**src/rtl/spi_pkg.sv**
```systemverilog
// spi_pkg: definitions shared by the SPI master controller, its bus
// interface and the transmit shifter.
//   spi_state_e      - controller FSM state encoding
//   SPI_FRAME_BITS   - bits per SPI frame
//   SPI_CLK_DIV_DEF  - default SCLK half-period in clk cycles
//   SPI_CS_GAP_DEF   - default minimum cs_n-high time between frames
package spi_pkg;

    typedef enum logic [2:0] {
        ST_IDLE,
        ST_LOAD,
        ST_LEAD,
        ST_SCLK_H,
        ST_SCLK_L,
        ST_TRAIL,
        ST_GAP
    } spi_state_e;

    localparam int unsigned SPI_FRAME_BITS  = 32;
    localparam int unsigned SPI_CLK_DIV_DEF = 4;
    localparam int unsigned SPI_CS_GAP_DEF  = 2;

endpackage

```
**src/rtl/spi_master_ctrl_if.sv**
```systemverilog
// spi_master_ctrl_if: handshake and SPI bus signals of spi_master_ctrl.
//   start           - frame request (to controller)
//   busy / done     - frame in progress / end-of-frame pulse (from controller)
//   rx_data         - last received frame
//   tx_shifter_load - load strobe for the transmit shifter
//   tx_shift_en     - shift strobe for the transmit shifter
//   spi_sclk        - SPI clock, mode 0
//   spi_cs_n        - active-low chip select
//   spi_miso        - serial data in (to controller)
// modport master: the controller side; modport slave: the surrounding logic.
interface spi_master_ctrl_if;
    import spi_pkg::*;

    logic                      start;
    logic                      busy;
    logic                      done;
    logic [SPI_FRAME_BITS-1:0] rx_data;
    logic                      tx_shifter_load;
    logic                      tx_shift_en;
    logic                      spi_sclk;
    logic                      spi_cs_n;
    logic                      spi_miso;

    modport master (
        input  start, spi_miso,
        output busy, done, rx_data, tx_shifter_load, tx_shift_en,
               spi_sclk, spi_cs_n
    );

    modport slave (
        output start, spi_miso,
        input  busy, done, rx_data, tx_shifter_load, tx_shift_en,
               spi_sclk, spi_cs_n
    );

endinterface

```
**src/rtl/spi_master_ctrl.sv**
```systemverilog
// spi_master_ctrl: SPI mode-0 master frame controller (32-bit frames).
//   clk, reset - clock, asynchronous active-high reset
//   bus        - spi_master_ctrl_if.master: start/busy/done handshake,
//                rx_data, transmit shifter strobes and the SPI pins.
// The transmit shifter lives beside this block and is driven by
// tx_shifter_load / tx_shift_en.
module spi_master_ctrl
    import spi_pkg::*;
#(
    parameter int unsigned CLK_DIV = SPI_CLK_DIV_DEF,
    parameter int unsigned CS_GAP  = SPI_CS_GAP_DEF
) (
    input  logic                clk,
    input  logic                reset,
    spi_master_ctrl_if.master   bus
);

    localparam logic [7:0] HALF_RELOAD = 8'(CLK_DIV - 1);
    localparam logic [7:0] GAP_RELOAD  = 8'(CS_GAP - 1);
    localparam logic [5:0] LAST_BIT    = 6'(SPI_FRAME_BITS);

    spi_state_e                state_q, state_d;
    logic [7:0]                hcnt_q, hcnt_d;
    logic [5:0]                bitcnt_q, bitcnt_d;
    logic                      entry_d, entry_q;
    logic                      done_d;
    logic [SPI_FRAME_BITS-1:0] rx_sr_q, rx_data_q;
    logic                      busy_q, done_q, load_q, shift_q, sclk_q, cs_n_q;

    always_comb begin
        state_d = state_q;
        unique case (state_q)
            ST_IDLE:   if (bus.start)      state_d = ST_LOAD;
            ST_LOAD:                       state_d = ST_LEAD;
            ST_LEAD:   if (hcnt_q == '0)   state_d = ST_SCLK_H;
            ST_SCLK_H: if (hcnt_q == '0)   state_d = (bitcnt_q == LAST_BIT) ? ST_TRAIL : ST_SCLK_L;
            ST_SCLK_L: if (hcnt_q == '0)   state_d = ST_SCLK_H;
            ST_TRAIL:  if (hcnt_q == '0)   state_d = ST_GAP;
            ST_GAP:    if (hcnt_q == '0)   state_d = ST_IDLE;
            default:                       state_d = ST_IDLE;
        endcase

        entry_d = (state_d != state_q);

        hcnt_d = hcnt_q;
        if (entry_d) begin
            unique case (state_d)
                ST_IDLE: hcnt_d = '0;
                ST_GAP:  hcnt_d = GAP_RELOAD;
                default: hcnt_d = HALF_RELOAD;
            endcase
        end else if (hcnt_q != '0) begin
            hcnt_d = hcnt_q - 8'd1;
        end

        // Counts SCLK_H entries; reaching LAST_BIT diverts SCLK_H to TRAIL.
        bitcnt_d = bitcnt_q;
        if (entry_d && state_d == ST_LOAD) begin
            bitcnt_d = '0;
        end else if (entry_d && state_d == ST_SCLK_H) begin
            bitcnt_d = bitcnt_q + 6'd1;
        end

        done_d = (state_d == ST_GAP) && (hcnt_d == '0);
    end

    // Outputs are registered from the next state so they line up with state_q.
    always_ff @(posedge clk or posedge reset) begin
        if (reset) begin
            state_q   <= ST_IDLE;
            hcnt_q    <= '0;
            bitcnt_q  <= '0;
            entry_q   <= 1'b0;
            rx_sr_q   <= '0;
            rx_data_q <= '0;
            busy_q    <= 1'b0;
            done_q    <= 1'b0;
            load_q    <= 1'b0;
            shift_q   <= 1'b0;
            sclk_q    <= 1'b0;
            cs_n_q    <= 1'b1;
        end else begin
            state_q  <= state_d;
            hcnt_q   <= hcnt_d;
            bitcnt_q <= bitcnt_d;
            entry_q  <= entry_d;
            busy_q   <= (state_d != ST_IDLE);
            done_q   <= done_d;
            load_q   <= (state_d == ST_LOAD);
            shift_q  <= entry_d && (state_d == ST_LEAD || state_d == ST_SCLK_L);
            sclk_q   <= (state_d == ST_SCLK_H);
            cs_n_q   <= !(state_d inside {ST_LOAD, ST_LEAD, ST_SCLK_H, ST_SCLK_L, ST_TRAIL});
            // MISO is captured at the end of the first SCLK-high cycle.
            if (state_q == ST_SCLK_H && entry_q) begin
                rx_sr_q <= {rx_sr_q[SPI_FRAME_BITS-2:0], bus.spi_miso};
            end
            if (done_d) begin
                rx_data_q <= rx_sr_q;
            end
        end
    end

    assign bus.busy            = busy_q;
    assign bus.done            = done_q;
    assign bus.rx_data         = rx_data_q;
    assign bus.tx_shifter_load = load_q;
    assign bus.tx_shift_en     = shift_q;
    assign bus.spi_sclk        = sclk_q;
    assign bus.spi_cs_n        = cs_n_q;

endmodule

```
**src/flat_wrapper.sv**
```systemverilog
// flat-port wrapper written by rule: the top's interface ports become plain ports
module spi_master_ctrl_flat import spi_pkg::*;
#(
    parameter int unsigned CLK_DIV = SPI_CLK_DIV_DEF,
    parameter int unsigned CS_GAP  = SPI_CS_GAP_DEF
)
  (clk, reset, bus_start, bus_spi_miso, bus_busy, bus_done, bus_rx_data, bus_tx_shifter_load, bus_tx_shift_en, bus_spi_sclk, bus_spi_cs_n);
  spi_master_ctrl_if bus_i ();
  input  logic clk;
  input  logic reset;
  input wire logic [$bits(bus_i.start)-1:0] bus_start;
  input wire logic [$bits(bus_i.spi_miso)-1:0] bus_spi_miso;
  output wire logic [$bits(bus_i.busy)-1:0] bus_busy;
  output wire logic [$bits(bus_i.done)-1:0] bus_done;
  output wire logic [$bits(bus_i.rx_data)-1:0] bus_rx_data;
  output wire logic [$bits(bus_i.tx_shifter_load)-1:0] bus_tx_shifter_load;
  output wire logic [$bits(bus_i.tx_shift_en)-1:0] bus_tx_shift_en;
  output wire logic [$bits(bus_i.spi_sclk)-1:0] bus_spi_sclk;
  output wire logic [$bits(bus_i.spi_cs_n)-1:0] bus_spi_cs_n;
  assign bus_i.start = bus_start;
  assign bus_i.spi_miso = bus_spi_miso;
  assign bus_busy = bus_i.busy;
  assign bus_done = bus_i.done;
  assign bus_rx_data = bus_i.rx_data;
  assign bus_tx_shifter_load = bus_i.tx_shifter_load;
  assign bus_tx_shift_en = bus_i.tx_shift_en;
  assign bus_spi_sclk = bus_i.spi_sclk;
  assign bus_spi_cs_n = bus_i.spi_cs_n;
  spi_master_ctrl #(.CLK_DIV(CLK_DIV), .CS_GAP(CS_GAP)) u_core (.clk(clk), .reset(reset), .bus(bus_i));
endmodule
```
**config.mk**
```make
export PLATFORM = sky130hd
export DESIGN_NAME = spi_master_ctrl_flat
export DESIGN_NICKNAME = d
export VERILOG_FILES = /design/src/rtl/spi_pkg.sv /design/src/rtl/spi_master_ctrl_if.sv /design/src/rtl/spi_master_ctrl.sv /design/src/flat_wrapper.sv
export SDC_FILE = /design/constraint.sdc
export NUM_CORES = 1
export LEC_CHECK = 0
export ABC_AREA = 1
export CORE_ASPECT_RATIO = 0.75
export CORE_UTILIZATION = 28
export CTS_CLUSTER_SIZE = 24
export DETAILED_ROUTE_END_ITERATION = 10
export PLACE_DENSITY = 0.45
export SLEW_MARGIN = 10
export SYNTH_ARGS = -nofsm -noshare
export SYNTH_HDL_FRONTEND = slang
export SYNTH_SLANG_ARGS = --single-unit
```
**constraint.sdc**
```tcl
create_clock -name clk -period 3.05 [get_ports clk]
set_input_delay 0.7625 -clock clk [delete_from_list [all_inputs] [get_ports clk]]
set_output_delay 0.7625 -clock clk [all_outputs]
set_load 0.01 [all_outputs]
```
==> Flow_metrics.wiki, run 1 <==
{| class="wikitable"
! Metric !! Value
|-
| Power consumption || approximately 5.3 mW
|-
| Met1 usage || between 10% and 20%
|-
| Part of the Yosys area used for sequential elements || 57.6%
|-
| Number of nets in the final layout || 462
|-
| Max transition margin || between 40% and 50%
|-
| Post CTS Setup Buffer Count || 0
|-
| Sum of negative setup slack || 0 ps
|-
| Vias in the first global route || ~2,600
|-
| Cell mode on critical path || nand2_1
|-
| Sinks on the clock net || 88
|-
| P_leak || between 2 and 2.5 nW
|-
| Crit Reg-Reg Startpoint || u_core.hcnt_q[0]
|-
| Top cells by area in the synthesized netlist || dfrtp_1 57%, nand2_1 10%, nand3_1 5.2%
|-
| Biggest fanout along the worst timing path || 33
|-
| Highest achievable clock rate || a little under 400 MHz
|-
| Clock transition at path regs || about 70 ps
|-
| Fraction of synthesized cell area taken by the top area cell type || between 50% and 60%
|-
| TritonCTS clock tree || built
|-
| Buffer depth of the longest clock path || 2
|-
| DIE AREA || about 14,000 um2
|-
| Per-instance average area after synthesis || just over 9 um2
|-
| Post-CTS Hold Fix Bufs || 0
|-
| Worst Path Arrival || between 2000 and 3000 ps
|-
| Gr busiest metal || met1
|-
| Start point of the worst hold path || u_core.bus.rx_data[3]
|-
| Core ar. || between 10,000 and 15,000 um2
|-
| Hold Vio Cnt, Final || 0
|-
| Measured slew at the worst slew-check pin || 809 ps
|-
| Post-cts gate resize count || 0
|-
| Synth cell types || 33
|-
| Global Route met2 Usage || about 16%
|-
| Worst-case vdd ir drop || 0.654 mV
|-
| Overall track demand over capacity in global routing || between 10% and 20%
|-
| Hold Crit Endpoint || u_core.bus.rx_data[3]
|-
| Longest individual stage delay on the worst path || 430 ps
|-
| CTS Buf Count || 9
|-
| Avg WL per Cell || between 10 and 15 um
|-
| Setup repair after global routing missed its margin || false
|-
| Number of storage elements in the synthesis netlist || 88
|-
| Number of antenna-violating nets in the routed design || 0
|-
| Cell area after layout || 4700 um2
|-
| Core Rows || 36
|-
| Element type at the critical path end || flip-flop
|-
| Synthesized Nets || between 400 and 500
|-
| Number of standard cells in the layout, taps in and fillers out || between 600 and 700
|-
| Master cell of the clock root buffer || clkbuf_16
|-
| Setup skew after layout || a little over 8 ps
|-
| Largest net degree at the start of global routing || 67
|-
| Initial antenna violation count || 0
|-
| Setup violation total in the final timing report || 0
|-
| Critical path type || flip-flop to flip-flop
|-
| Terminus of the critical flop-to-flop path || u_core.bus.rx_data[17]
|-
| Path type of the worst min-delay path || flip-flop to flip-flop
|-
| Startpoint class of the critical path || flip-flop
|-
| Worst-case hold slack || around 470 ps
|-
| Total Routed Length || a little under 8 mm
|-
| Detailed-routing iteration count for the pre-antenna-repair pass || 4
|-
| Minimum period implied by the final worst setup slack || around 2600 ps
|-
| Port Buffers || 41
|-
| Run status || finished, final reports clean
|-
| Initial Utilization || between 20% and 30%
|-
| Placed insts || 615
|-
| Ratio of final minimum period to clock period || a little over four fifths
|-
| Iter 0 DRT Violations || approximately 130
|-
| Worst-skew pair later-pin latency || between 300 and 400 ps
|-
| Number of DRC violations after detailed routing || 0
|-
| Setup slack of the most critical reg-to-reg path || between 400 and 500 ps
|-
| Overall die height || around 100 um
|-
| Die width || around 140 um
|-
| Cell with the largest stage delay on the worst path || dfrtp_1
|-
| Dpl hpwl || roughly 5.2 mm
|-
| Synth warn || 0
|-
| Cell count of the worst hold path || 2
|-
| M3 GR Usage || between 3 and 4%
|-
| Depth of the CTS H-tree || 3
|-
| Layout cells sized above 1 || ~11%
|-
| Critical Path RT || 3300 ps
|-
| Total power divided by cell area || between 1000 and 1500 nW/um2
|-
| GPL Wtd Cong || roughly 0.78
|-
| Number of inserted diodes || 0
|-
| Total global routing overflow || 0
|-
| First-pass GRT wire length || around 13 mm
|-
| Total standard cell area after synthesis || approximately 3800 um2
|-
| IO Count || 42
|-
| Critical-path cell list || inv_1 > ha_1 > nand2_1 > nor2_4 > nand3_2 > nand2_2 > inv_2 > nand2_4 > inv_2 > nand2_1 > nand2_2 > nor2_8 > nand2_4 > nand2_1 > nand2_1
|-
| Post-synth top area cell || dfrtp_1
|-
| Worst reg2reg path depth || 15
|-
| Overall via count from detail_route || 2,741
|-
| Cell area after placement || 4400 um2
|-
| Area grow syn2layout || 22.9%
|-
| Final-report max-slew violation count || 0
|-
| Max Cap Viol || 0
|-
| Synth Instances || a little over 400
|-
| Avg Vias per Cell || between 4 and 5
|}
[final cells by class]
class | instances | area, um2
clock buffers | 9 | 225
clock inverters | 7 | 70.1
fillers | 1360 | 8450
inverters | 44 | 166
multi-input cells | 265 | 1340
flip-flops and latches | 88 | 2200
well taps | 171 | 214
repair buffers | 47 | 480
[layer usage]
layer / wire [um] / part of all wire (%)
met4: 170 / 2.2
met2: 2960 / 38
met5: 0 / 0
met3: 368 / 4.8
met1: 4220 / 55
[how the worst max path moves through the flow]
stage / to / cells after the start / from / slack [ps]
2_1_floorplan: u_core.bitcnt_q[0] / 1 / reset / 10
3_3_place_gp: u_core.bus.rx_data[16] / 12 / bus_start / 410
3_5_place_dp: u_core.bus.rx_data[17] / 12 / bus_start / 350
4_1_cts: u_core.bus.rx_data[17] / 15 / u_core.hcnt_q[0] / 430
5_1_grt: u_core.bus.rx_data[4] / 15 / u_core.hcnt_q[0] / 150
6_report: u_core.bus.rx_data[17] / 15 / u_core.hcnt_q[0] / 470
[cell families after synthesis]
kind of cell               synth area share, %
AOI/OAI and AO/OA                         6.12
xor gates and xnor gates                  1.15
adders and majority gates                0.982
buffers and inverters                     7.39
DFF                                       57.6
muxes                                    0.589
and+or+nand+nor                           26.1
[layout by cell type, fill, tap and decap left out, drive strengths merged]
master / Yosys / layout
o211ai: 1 / 1
o31ai: 1 / 1
and2: 1 / 1
ha: 3 / 3
mux2: 2 / 2
nand2: 111 / 111
nor3b: 2 / 2
clkbuf: 6 / 9
xor2: 4 / 4
nor4: 2 / 2
clkdlybuf4s50: 0 / 41
dfrtp: 87 / 87
nor3: 9 / 9
nand3: 43 / 43
and3: 2 / 2
clkinvlp: 0 / 1
buf: 11 / 6
nand4: 5 / 5
dfstp: 1 / 1
o21ai: 25 / 25
bufinv: 0 / 1
inv: 44 / 45
clkinv: 0 / 4
nor2: 35 / 35
xnor2: 1 / 1
a21oi: 18 / 18
[through the flow]
stage | setup WS (ps) | util [%]
after global placement | 412 | 33.5
after CTS | 428 | 35.7
after detailed placement | 350 | 33.5
after global routing | 145 | 35.7
final | 474 | 35.7
after floorplan | 10.6 | -
[where the power goes]
group / total [mW] / switching [mW] / internal (mW) / leakage, nW
logic: 2.31 / 1.41 / 0.907 / 1.07
registers: 1.92 / 0.292 / 1.62 / 1.13
clock network: 1.12 / 0.481 / 0.636 / 0.146
[sequential cells by signal, summed over array words and instances, names as in the netlist, 3 cells and up]
signal	cells
u_core.bus.rx_data	32
u_core.rx_sr_q	32
u_core.hcnt_q	8
u_core.state_q	3
u_core.bitcnt_q	6
[critical path: cells and delay by family, from the launching register on]
family,cells,cell delay [ps]
flops,1,430
simple gates,11,1570
fa+ha+maj,1,230
buf+inv,3,240
[synth_stat cells (all sizes together)]
cell      n
nand3    43
xor2      4
mux2      2
dfrtp    87
and2      1
nor3b     2
nand2   111
buf      11
o21ai    25
nor2     35
and3      2
a21oi    18
clkbuf    6
dfstp     1
nor3      9
nor4      2
inv      44
o31ai     1
nand4     5
xnor2     1
o211ai    1
ha        3
No activity file was read; power rests on OpenSTA's default activity.
==> run 2: changes to the inputs <==
==> constraint.sdc (replaced) <==
create_clock -name clk -period 2.2 [get_ports clk]
set_input_delay 0.55 -clock clk [delete_from_list [all_inputs] [get_ports clk]]
set_output_delay 0.55 -clock clk [all_outputs]
set_load 0.01 [all_outputs]
==> run 2 against run 1 <==
Compared with the run above: worst setup slack worse by 450 ps; first-iteration DRC count is 3.1% lower; sequential power is 38% higher; worst hold slack better by 1.4 ps; sequential cell count stayed put; power is 49% higher; clock power is 28% higher; register-to-register slack worse by 450 ps; combinational power is 67% higher; largest power group unchanged.
==> Flow_metrics.wiki, run 2 (synthesized netlist as in run 1, its figures left out) <==
{| class="wikitable"
! Metric !! Value
|-
| Number of DRC violations after detailed routing || 0 (unchanged)
|-
| Minimum period implied by the final worst setup slack || 2180 ps (was 2580 ps)
|-
| Port Buffers || 41 (unchanged)
|-
| Final-report max-slew violation count || 0 (unchanged)
|-
| Path type of the worst min-delay path || flip-flop to flip-flop (unchanged)
|-
| Critical path type || flip-flop to flip-flop (unchanged)
|-
| Core ar. || 13,200 um2 (unchanged)
|-
| CTS Buf Count || 9 (unchanged)
|-
| Worst-case vdd ir drop || 0.565 mV (was 0.654 mV)
|-
| Depth of the CTS H-tree || 3 (unchanged)
|-
| Detailed-routing iteration count for the pre-antenna-repair pass || 4 (unchanged)
|-
| Switching part of the total power || 39.9% (was 40.8%)
|-
| Sinks on the clock net || 88 (unchanged)
|-
| Highest-count cells in the layout ignoring fill and taps || 97 x nand2_1, 87 x dfrtp_1, 41 x clkdlybuf4s50_1 (was 101 x nand2_1, 87 x dfrtp_1, 41 x clkdlybuf4s50_1)
|-
| Setup skew after layout || 8.82 ps (was 8.15 ps)
|-
| Cell count of the worst hold path || 2 (unchanged)
|-
| Area grow syn2layout || 30.2% (was 22.9%)
|-
| Buffer depth of the longest clock path || 2 (unchanged)
|-
| Dpl hpwl || 5.41 mm (was 5.18 mm)
|-
| Avg Vias per Cell || 4.23 (was 4.34)
|-
| Die width || 137 um (unchanged)
|-
| TritonCTS clock tree || built (unchanged)
|-
| Worst-skew pair later-pin latency || 340 ps (was 350 ps)
|-
| Total Routed Length || 7.86 mm (was 7.72 mm)
|-
| Master cell of the clock root buffer || clkbuf_16 (unchanged)
|-
| Clock transition at path regs || 60 ps (was 70 ps)
|-
| Combinational share of power || 48.6% (was 43.3%)
|-
| Startpoint class of the critical path || flip-flop (unchanged)
|-
| Worst Path Arrival || 2450 ps (was 2820 ps)
|-
| Max transition margin || 75.9% (was 45.8%)
|-
| Vias in the first global route || 2,804 (was 2,574)
|-
| IO Count || 42 (unchanged)
|-
| Number of inserted diodes || 0 (unchanged)
|-
| Power share of the clock group || 18.0% (was 20.9%)
|-
| Sw Pwr || 3.17 mW (was 2.18 mW)
|-
| Flop pwr share || 33.4% (was 35.8%)
|-
| Biggest fanout along the worst timing path || 32 (was 33)
|-
| Ratio of final minimum period to clock period || 99.1% (was 84.5%)
|-
| Largest net degree at the start of global routing || 66 (was 67)
|-
| Measured slew at the worst slew-check pin || 361 ps (was 809 ps)
|-
| Initial antenna violation count || 0 (unchanged)
|-
| P_leak || 2.49 nW (was 2.34 nW)
|-
| Overall die height || 103 um (unchanged)
|-
| Element type at the critical path end || flip-flop (unchanged)
|-
| Max Cap Viol || 0 (unchanged)
|-
| Layout Utilization || 37.9% (was 35.7%)
|-
| First-pass GRT wire length || 13.7 mm (was 13.3 mm)
|-
| Run status || finished, final reports clean (unchanged)
|-
| Overall track demand over capacity in global routing || 12.7% (was 12.6%)
|-
| Power consumption || 7.95 mW (was 5.35 mW)
|-
| GPL Wtd Cong || 0.765 (was 0.783)
|-
| Most common library cell in the layout ignoring fill and taps || nand2_1 (unchanged)
|-
| Number of antenna-violating nets in the routed design || 0 (unchanged)
|-
| Initial Utilization || 29.1% (unchanged)
|-
| Core Rows || 36 (unchanged)
|-
| DIE AREA || 14,100 um2 (unchanged)
|-
| Avg WL per Cell || 11.9 um (was 12.2 um)
|-
| Layout cells sized above 1 || 18.3% (was 11.3%)
|-
| Sum of negative setup slack || 0 ps (unchanged)
|-
| Overall via count from detail_route || 2,785 (was 2,741)
|-
| Highest achievable clock rate || 459 MHz (was 388 MHz)
|-
| Internal power || 4.78 mW (was 3.17 mW)
|-
| Setup violation total in the final timing report || 0 (unchanged)
|-
| Setup repair after global routing missed its margin || true (was false)
|-
| Number of nets in the final layout || 489 (was 462)
|-
| Total power divided by cell area || 1600 nW/um2 (was 1140 nW/um2)
|-
| Iter 0 DRT Violations || 123 (was 127)
|-
| Critical Path RT || 2470 ps (was 3300 ps)
|-
| Total global routing overflow || 0 (unchanged)
|-
| Worst reg2reg path depth || 14 (was 15)
|-
| Hold Vio Cnt, Final || 0 (unchanged)
|}
[run 2: cell types whose count changed in the layout (fill, tap and decap cells not counted), sizes merged]
cell	delta
buf	+27
bufinv	-1
clkinv	+1
[run 2: final timing paths]
path,start,endpoint,slack (ps)
max,u_core.hcnt_q[0],u_core.bus.rx_data[21],20
min reg2reg,u_core.bus.rx_data[10],u_core.bus.rx_data[10],470
min in group asynchronous,reset,u_core.bus.rx_data[30],660
max in group asynchronous,reset,u_core.bus.rx_data[21],1230
max reg2reg,u_core.hcnt_q[0],u_core.bus.rx_data[21],20
min,u_core.bus.rx_data[10],u_core.bus.rx_data[10],470
[run 2: critical path, cell delays in order, from the launching register on]
cell and delay [ps]:
dfrtp_1 390, inv_2 90, ha_4 160, nand2_4 70, nor2_4 200, buf_6 120
a21oi_2 50, nor2_4 160, inv_2 70, nor2_4 110, nand3_2 100, nor2_4 180
buf_12 210, nand3_1 100, nand2_1 80
[run 2: what timing repair did]
action	4_1_cts	5_1_grt
pin swaps	3	6
gates resized for setup	5	10
buffers inserted	2	3
setup endpoints to repair	33	33
hold buffers	0	0
[run 2: metal layers]
layer / vias up / track usage (%) / wire length [um]
met5: - / 0 / 0
li1: 1459 / - / -
met4: 0 / 3.80 / 89
met2: 48 / 18.5 / 3290
met3: 7 / 3.75 / 349
met1: 1271 / 18.1 / 4130
[run 2: layout make-up]
cell class,instances,area [um2]
fillers,1340,8170
well taps,171,214
clock buffers,9,225
clock inverters,7,56.3
repair buffers,74,728
flip-flops and latches,88,2200
multi-input cells,265,1380
inverters,44,169
[run 2: stage by stage]
stage	cell area, um2	std cells	hold WS [ps]	setup slack [ps]
after floorplan	3830	414	471	89.6
after global placement	4610	637	458	-104
after detailed placement	4610	637	462	-110
after CTS	4930	655	478	3.49
after global routing	4980	658	494	-135
final	4980	658	472	20.3
[run 2: power by group through the flow]
| stage | Sequential, mW | Clock [mW] | Combinational [mW] |
|---|---|---|---|
| after floorplan | 2.68 | 0 | 2.23 |
| after global placement | 2.67 | 0 | 3.72 |
| after detailed placement | 2.67 | 0 | 3.74 |
| after CTS | 2.65 | 1.50 | 3.82 |
| after global routing | 2.74 | 1.56 | 4.34 |
| final | 2.65 | 1.43 | 3.86 |
==> run 3: changes to the inputs <==
--- a/config.mk
+++ b/config.mk
@@ -8,7 +8,6 @@
 export ABC_AREA = 1
 export CORE_ASPECT_RATIO = 0.75
 export CORE_UTILIZATION = 28
-export CTS_CLUSTER_SIZE = 24
 export DETAILED_ROUTE_END_ITERATION = 10
 export PLACE_DENSITY = 0.45
 export SLEW_MARGIN = 10
==> results of run 3 <==
Same layout as run 2: the final DEF is identical, and so are final timing and power.
